<file path="src/rtl/axon_spike_scheduler.sv">
// -----------------------------------------------------------------------------
// axon_spike_scheduler
//
// Purpose:
//   Gathers incoming axon spikes into a capture bitmap during one timestep.
//   On each tick it swaps that bitmap into a process bitmap. It then walks the
//   process bitmap in ascending axon order. Each set axon is presented to the
//   synapse_connection block, and every connected-neuron event returned for it
//   is forwarded to the neuron update block one cycle later.
//
// Ports:
//   clk, rst               rising-edge clock; synchronous active-high reset
//   spike_in_valid/_axon   incoming axon spike (sets a capture-bank bit)
//   tick                   timestep strobe; starts processing the captured bank
//   syn_enable             one-cycle request to synapse_connection
//   syn_axon_number        axon being presented; stable until syn_done
//   syn_neuron_valid/_number  connected-neuron events from synapse_connection
//   syn_done               synapse_connection finished the current axon
//   out_valid/out_neuron   registered neuron event towards the neuron block
//   busy                   high while a timestep is being processed
//   step_done              one-cycle pulse when the timestep is complete
//   tick_overrun           sticky: a tick arrived while busy (cleared by rst)
//   spike_count            (only with AXON_SPIKE_SCHED_STATS_EN) axons issued
//                          in the current step
//
// Optional feature macro: AXON_SPIKE_SCHED_STATS_EN
// -----------------------------------------------------------------------------
module axon_spike_scheduler #(
    parameter int NUM_AXONS   = 256,
    parameter int NUM_NEURONS = 256
) (
    input  logic                             clk,
    input  logic                             rst,
    input  logic                             spike_in_valid,
    input  logic [$clog2(NUM_AXONS)-1:0]     spike_in_axon,
    input  logic                             tick,
    output logic                             syn_enable,
    output logic [$clog2(NUM_AXONS)-1:0]     syn_axon_number,
    input  logic                             syn_neuron_valid,
    input  logic [$clog2(NUM_NEURONS)-1:0]   syn_neuron_number,
    input  logic                             syn_done,
    output logic                             out_valid,
    output logic [$clog2(NUM_NEURONS)-1:0]   out_neuron,
    output logic                             busy,
    output logic                             step_done,
    output logic                             tick_overrun
`ifdef AXON_SPIKE_SCHED_STATS_EN
    ,
    output logic [$clog2(NUM_AXONS):0]       spike_count
`endif
);

    localparam int AW = $clog2(NUM_AXONS);
    localparam int NW = $clog2(NUM_NEURONS);
    localparam logic [AW-1:0] LAST_IDX = AW'(NUM_AXONS - 1);

    typedef enum logic [2:0] {
        IDLE,
        SCAN,
        ISSUE,
        WAIT,
        FINISH
    } state_t;

    state_t                state_q, state_d;
    logic [NUM_AXONS-1:0]  cap_q, cap_d;
    logic [NUM_AXONS-1:0]  proc_q, proc_d;
    logic [AW-1:0]         idx_q, idx_d;
    logic                  out_valid_q, out_valid_d;
    logic [NW-1:0]         out_neuron_q, out_neuron_d;
    logic                  overrun_q, overrun_d;

    always_comb begin
        state_d      = state_q;
        cap_d        = cap_q;
        proc_d       = proc_q;
        idx_d        = idx_q;
        out_valid_d  = 1'b0;
        out_neuron_d = out_neuron_q;
        overrun_d    = overrun_q;
        syn_enable   = 1'b0;
        step_done    = 1'b0;
        busy         = (state_q != IDLE);

        case (state_q)
            IDLE: begin
                if (tick) begin
                    // Swap banks: the bank just captured is processed, the
                    // capture bank restarts empty.
                    proc_d  = cap_q;
                    cap_d   = '0;
                    idx_d   = '0;
                    state_d = SCAN;
                end
            end
            SCAN: begin
                if (proc_q[idx_q]) begin
                    state_d = ISSUE;
                end else if (idx_q == LAST_IDX) begin
                    state_d = FINISH;
                end else begin
                    idx_d = idx_q + AW'(1);
                end
            end
            ISSUE: begin
                syn_enable     = 1'b1;
                proc_d[idx_q]  = 1'b0;
                state_d        = WAIT;
            end
            WAIT: begin
                // A neuron event coincident with syn_done is still forwarded.
                if (syn_neuron_valid) begin
                    out_valid_d  = 1'b1;
                    out_neuron_d = syn_neuron_number;
                end
                if (syn_done) begin
                    if (idx_q == LAST_IDX) begin
                        state_d = FINISH;
                    end else begin
                        idx_d   = idx_q + AW'(1);
                        state_d = SCAN;
                    end
                end
            end
            FINISH: begin
                step_done = 1'b1;
                state_d   = IDLE;
            end
            default: begin
                state_d = IDLE;
            end
        endcase

        if (tick && (state_q != IDLE)) begin
            overrun_d = 1'b1;
        end

        // Applied after the swap so a spike arriving with tick lands in the
        // freshly cleared capture bank.
        if (spike_in_valid) begin
            cap_d[spike_in_axon] = 1'b1;
        end
    end

    always_ff @(posedge clk) begin
        if (rst) begin
            state_q      <= IDLE;
            cap_q        <= '0;
            proc_q       <= '0;
            idx_q        <= '0;
            out_valid_q  <= 1'b0;
            out_neuron_q <= '0;
            overrun_q    <= 1'b0;
        end else begin
            state_q      <= state_d;
            cap_q        <= cap_d;
            proc_q       <= proc_d;
            idx_q        <= idx_d;
            out_valid_q  <= out_valid_d;
            out_neuron_q <= out_neuron_d;
            overrun_q    <= overrun_d;
        end
    end

    // The scan index is held from ISSUE through WAIT, so it doubles as the
    // presented axon number.
    assign syn_axon_number = idx_q;
    assign out_valid       = out_valid_q;
    assign out_neuron      = out_neuron_q;
    assign tick_overrun    = overrun_q;

`ifdef AXON_SPIKE_SCHED_STATS_EN
    logic [AW:0] count_q, count_d;

    always_comb begin
        count_d = count_q;
        if ((state_q == IDLE) && tick) begin
            count_d = '0;
        end else if (state_q == ISSUE) begin
            count_d = count_q + (AW+1)'(1);
        end
    end

    always_ff @(posedge clk) begin
        if (rst) begin
            count_q <= '0;
        end else begin
            count_q <= count_d;
        end
    end

    assign spike_count = count_q;
`endif

endmodule

</file>
<file path="config.mk">
export PLATFORM = sky130hd
export DESIGN_NAME = axon_spike_scheduler
export DESIGN_NICKNAME = d
export VERILOG_FILES = /design/src/rtl/axon_spike_scheduler.sv
export SDC_FILE = /design/constraint.sdc
export NUM_CORES = 1
export LEC_CHECK = 0
export CAP_MARGIN = 25
export CORE_UTILIZATION = 45
export CTS_CLUSTER_SIZE = 14
export DETAILED_ROUTE_END_ITERATION = 12
export PLACE_DENSITY = 0.66
export SYNTH_ARGS = -nofsm -noshare
export SYNTH_HDL_FRONTEND = slang
export SYNTH_SLANG_ARGS = --single-unit
</file>
<file path="constraint.sdc">
create_clock -name clk -period 4.65 [get_ports clk]
set_clock_uncertainty 0.05 [all_clocks]
set_input_delay 0.93 -clock clk [delete_from_list [all_inputs] [get_ports clk]]
set_output_delay 0.93 -clock clk [all_outputs]
set_load 0.05 [all_outputs]
</file>
==> results.ini <==
[sta]
drv_slew=0
finalCriticalPeriod_ps=3970
finalSetupViolCount=0
rsz0062_at_grt=false
clock.fmax_mhz=252
slew-limit-headroom_pct=28.1
finalHoldViolCount=0
worst_pin_slew_ps=1080
fin_crit_sh_pct=85.4
tns_ps=0

[detailed_routing]
vias_per_cell=6.46
num_vias=19500
firstDrtPassIters=6
wirelength_microns=72700
dr.first_iter.drc_count=2110
route.detailed.drc=0
postRouteAntennaNets=0
wl_per_cell_microns=24.1

[placement]
hpwl_microns=43700
place_inst=2913
io_buffers=42
gp_congestion=0.917

[floorplanning]
io_pins=43
fp.coreArea_sq_um=47800
die_area_sq_um=49500
start_util_pct=45.8
die_height_microns=223
rows=80
die_w_microns=223

[cts]
post_cts_buffers=0
clk_latency_ps=610
clock-sinks=533
path_clk_slew_ps=60
htreeDepth=2
cts_tree=yes
holdBufCountCts=0
cts-root-buf=clkbuf_16
cts_buffers=54
clockBufferDepth=3
cts_resized=0

[grt]
grtUsageTotal_pct=28.8
grt_start_max_net_pins=163
grt.overflow.total=0
antenna_found_initial=1
grt_pass1_vias=18300
grt_first_pass_wirelength_microns=111000

[critical_path]
startpoint_type=flop
slowest_stage=clkdlybuf4s50_1
cp_cell_sequence=nor2b_1 -> nand2b_1 -> clkinv_1 -> clkdlybuf4s50_1
endpoint_kind=output pin
path_max_fanout=12
critical_path_class=flop to output pin
worstPathRequired_ps=3670
cp_slowest_stage_delay_ps=870
cp.arrival_ps=2990

[run_status]
status=finished clean

[pwr]
power.density_nw_per_um2=393
ir_drop_mv=0.276
p_leak_nw=7.91
total_power_mw=9.76

[logic_synthesis]
synthFlopType=dfxtp_1
synth_area_leaders=dfxtp_1, a22oi_1, o211ai_1, a21oi_1, nand2_1
ys_warn_count=0
syn_area_sq_um=21900
synth_nets=2462
yosys.area.top_type=dfxtp_1
yosysMostFrequentCell=dfxtp_1
synth_edf_count=0
postSynthAreaPerCell_sq_um=8.99
yosysUniqueCellTypes=55
synthTopCellsByCount=dfxtp_1, nand2_1, nor2_1, a21oi_1, a22oi_1
synth_top_area_share_pct=48.7
ys_ff_latch=533
async_flop_share_pct=0
synth_seq_area_share_pct=48.7
synthCells=2436

[finish]
fillCellCount=4383
drive_gt1_share_pct=9.92
layoutNonFillerInstCount=3014
layout.nets=2380
syn_to_final_growth_pct=13.4

[job]
maxCapViolations=0

[worst_hold_path]
hp-class=flop to flop

worst paths after layout:
check | start | to | slack, ps | cells after the start
max | state_q[1] | syn_enable | 680 | 4
min reg2reg | cap_q[0] | proc_q[0] | 400 | 2
min | cap_q[0] | proc_q[0] | 400 | 2
max reg2reg | syn_axon_number[1] | syn_axon_number[6] | 740 | 8
state kept, by name (all words and copies together) (netlist names):
register	count
out_neuron	8
tick_overrun	1
out_valid	1
proc_q	256
state_q	3
cap_q	256
syn_axon_number	8
cells by family (layout without fill, tap and decap cells):
| logic type | Yosys count | after routing | synth area share, % |
|---|---|---|---|
| buffers and inverters | 256 | 218 | 4.79 |
| xor gates and xnor gates | 1 | 1 | 0.0400 |
| other | 0 | 1 | 0 |
| AOI/OAI and AO/OA | 833 | 833 | 25.5 |
| and+or+nand+nor | 720 | 720 | 13.4 |
| muxes | 89 | 89 | 7.35 |
| adders and majority gates | 4 | 4 | 0.229 |
| DFF | 533 | 533 | 48.7 |
worst max-delay path, delay by kind of cell (launching register included):
family,cells,cell delay (ps)
flops,1,520
buf+inv,2,1140
simple gates,2,720
power by group:
| part | switching (mW) | internal, mW |
|---|---|---|
| Combinational | 0.362 | 0.0992 |
| Clock | 1.86 | 2.85 |
| Sequential | 0.0166 | 4.57 |
routing by layer:
layer  up-vias  track usage, %  part of all wire [%]
li1       8700               -                     -
met1      9627            39.1                    42
met2       961            45.0                    46
met3       190            4.65                   8.4
met4         2            13.1                   4.2
met5         -               0                 0.018
stage by stage:
stage	worst slack, ps	hold slack, ps	cell area [sq um]	util, %
after floorplan	1360	382	21900	-
after global placement	860	386	22800	47.7
after detailed placement	780	394	22900	47.8
after CTS	681	399	24800	51.9
after global routing	492	407	24800	51.9
final	677	399	24800	51.9
area by class of cell:
type | count | area, sq um | share of cell area, %
Inverter | 8 | 30.0 | 0.121
Tap cell | 615 | 769 | 3.10
Timing Repair Buffer | 110 | 1120 | 4.51
Clock buffer | 81 | 1700 | 6.83
Clock inverter | 19 | 258 | 1.04
Multi-Input combinational cell | 1647 | 10300 | 41.4
Sequential cell | 533 | 10700 | 43.0
Antenna cell | 1 | 2.50 | 0.0101
placed cells by master (no fill, tap or decap), types with 9 or more instances in the layout:
| cell | count |
|---|---|
| mux4_2 | 40 |
| nor2b_1 | 14 |
| nand2_1 | 325 |
| nor2_1 | 282 |
| clkbuf_8 | 18 |
| clkbuf_16 | 57 |
| buf_12 | 12 |
| mux4_1 | 13 |
| nor3_1 | 14 |
| nand2b_1 | 14 |
| a21oi_1 | 276 |
| clkdlybuf4s50_1 | 41 |
| o211ai_1 | 252 |
| a22oi_1 | 263 |
| nand3_1 | 19 |
| mux2i_1 | 30 |
| buf_4 | 53 |
| dfxtp_1 | 530 |
| clkinv_2 | 9 |
No activity file was read; power rests on OpenSTA's default activity.
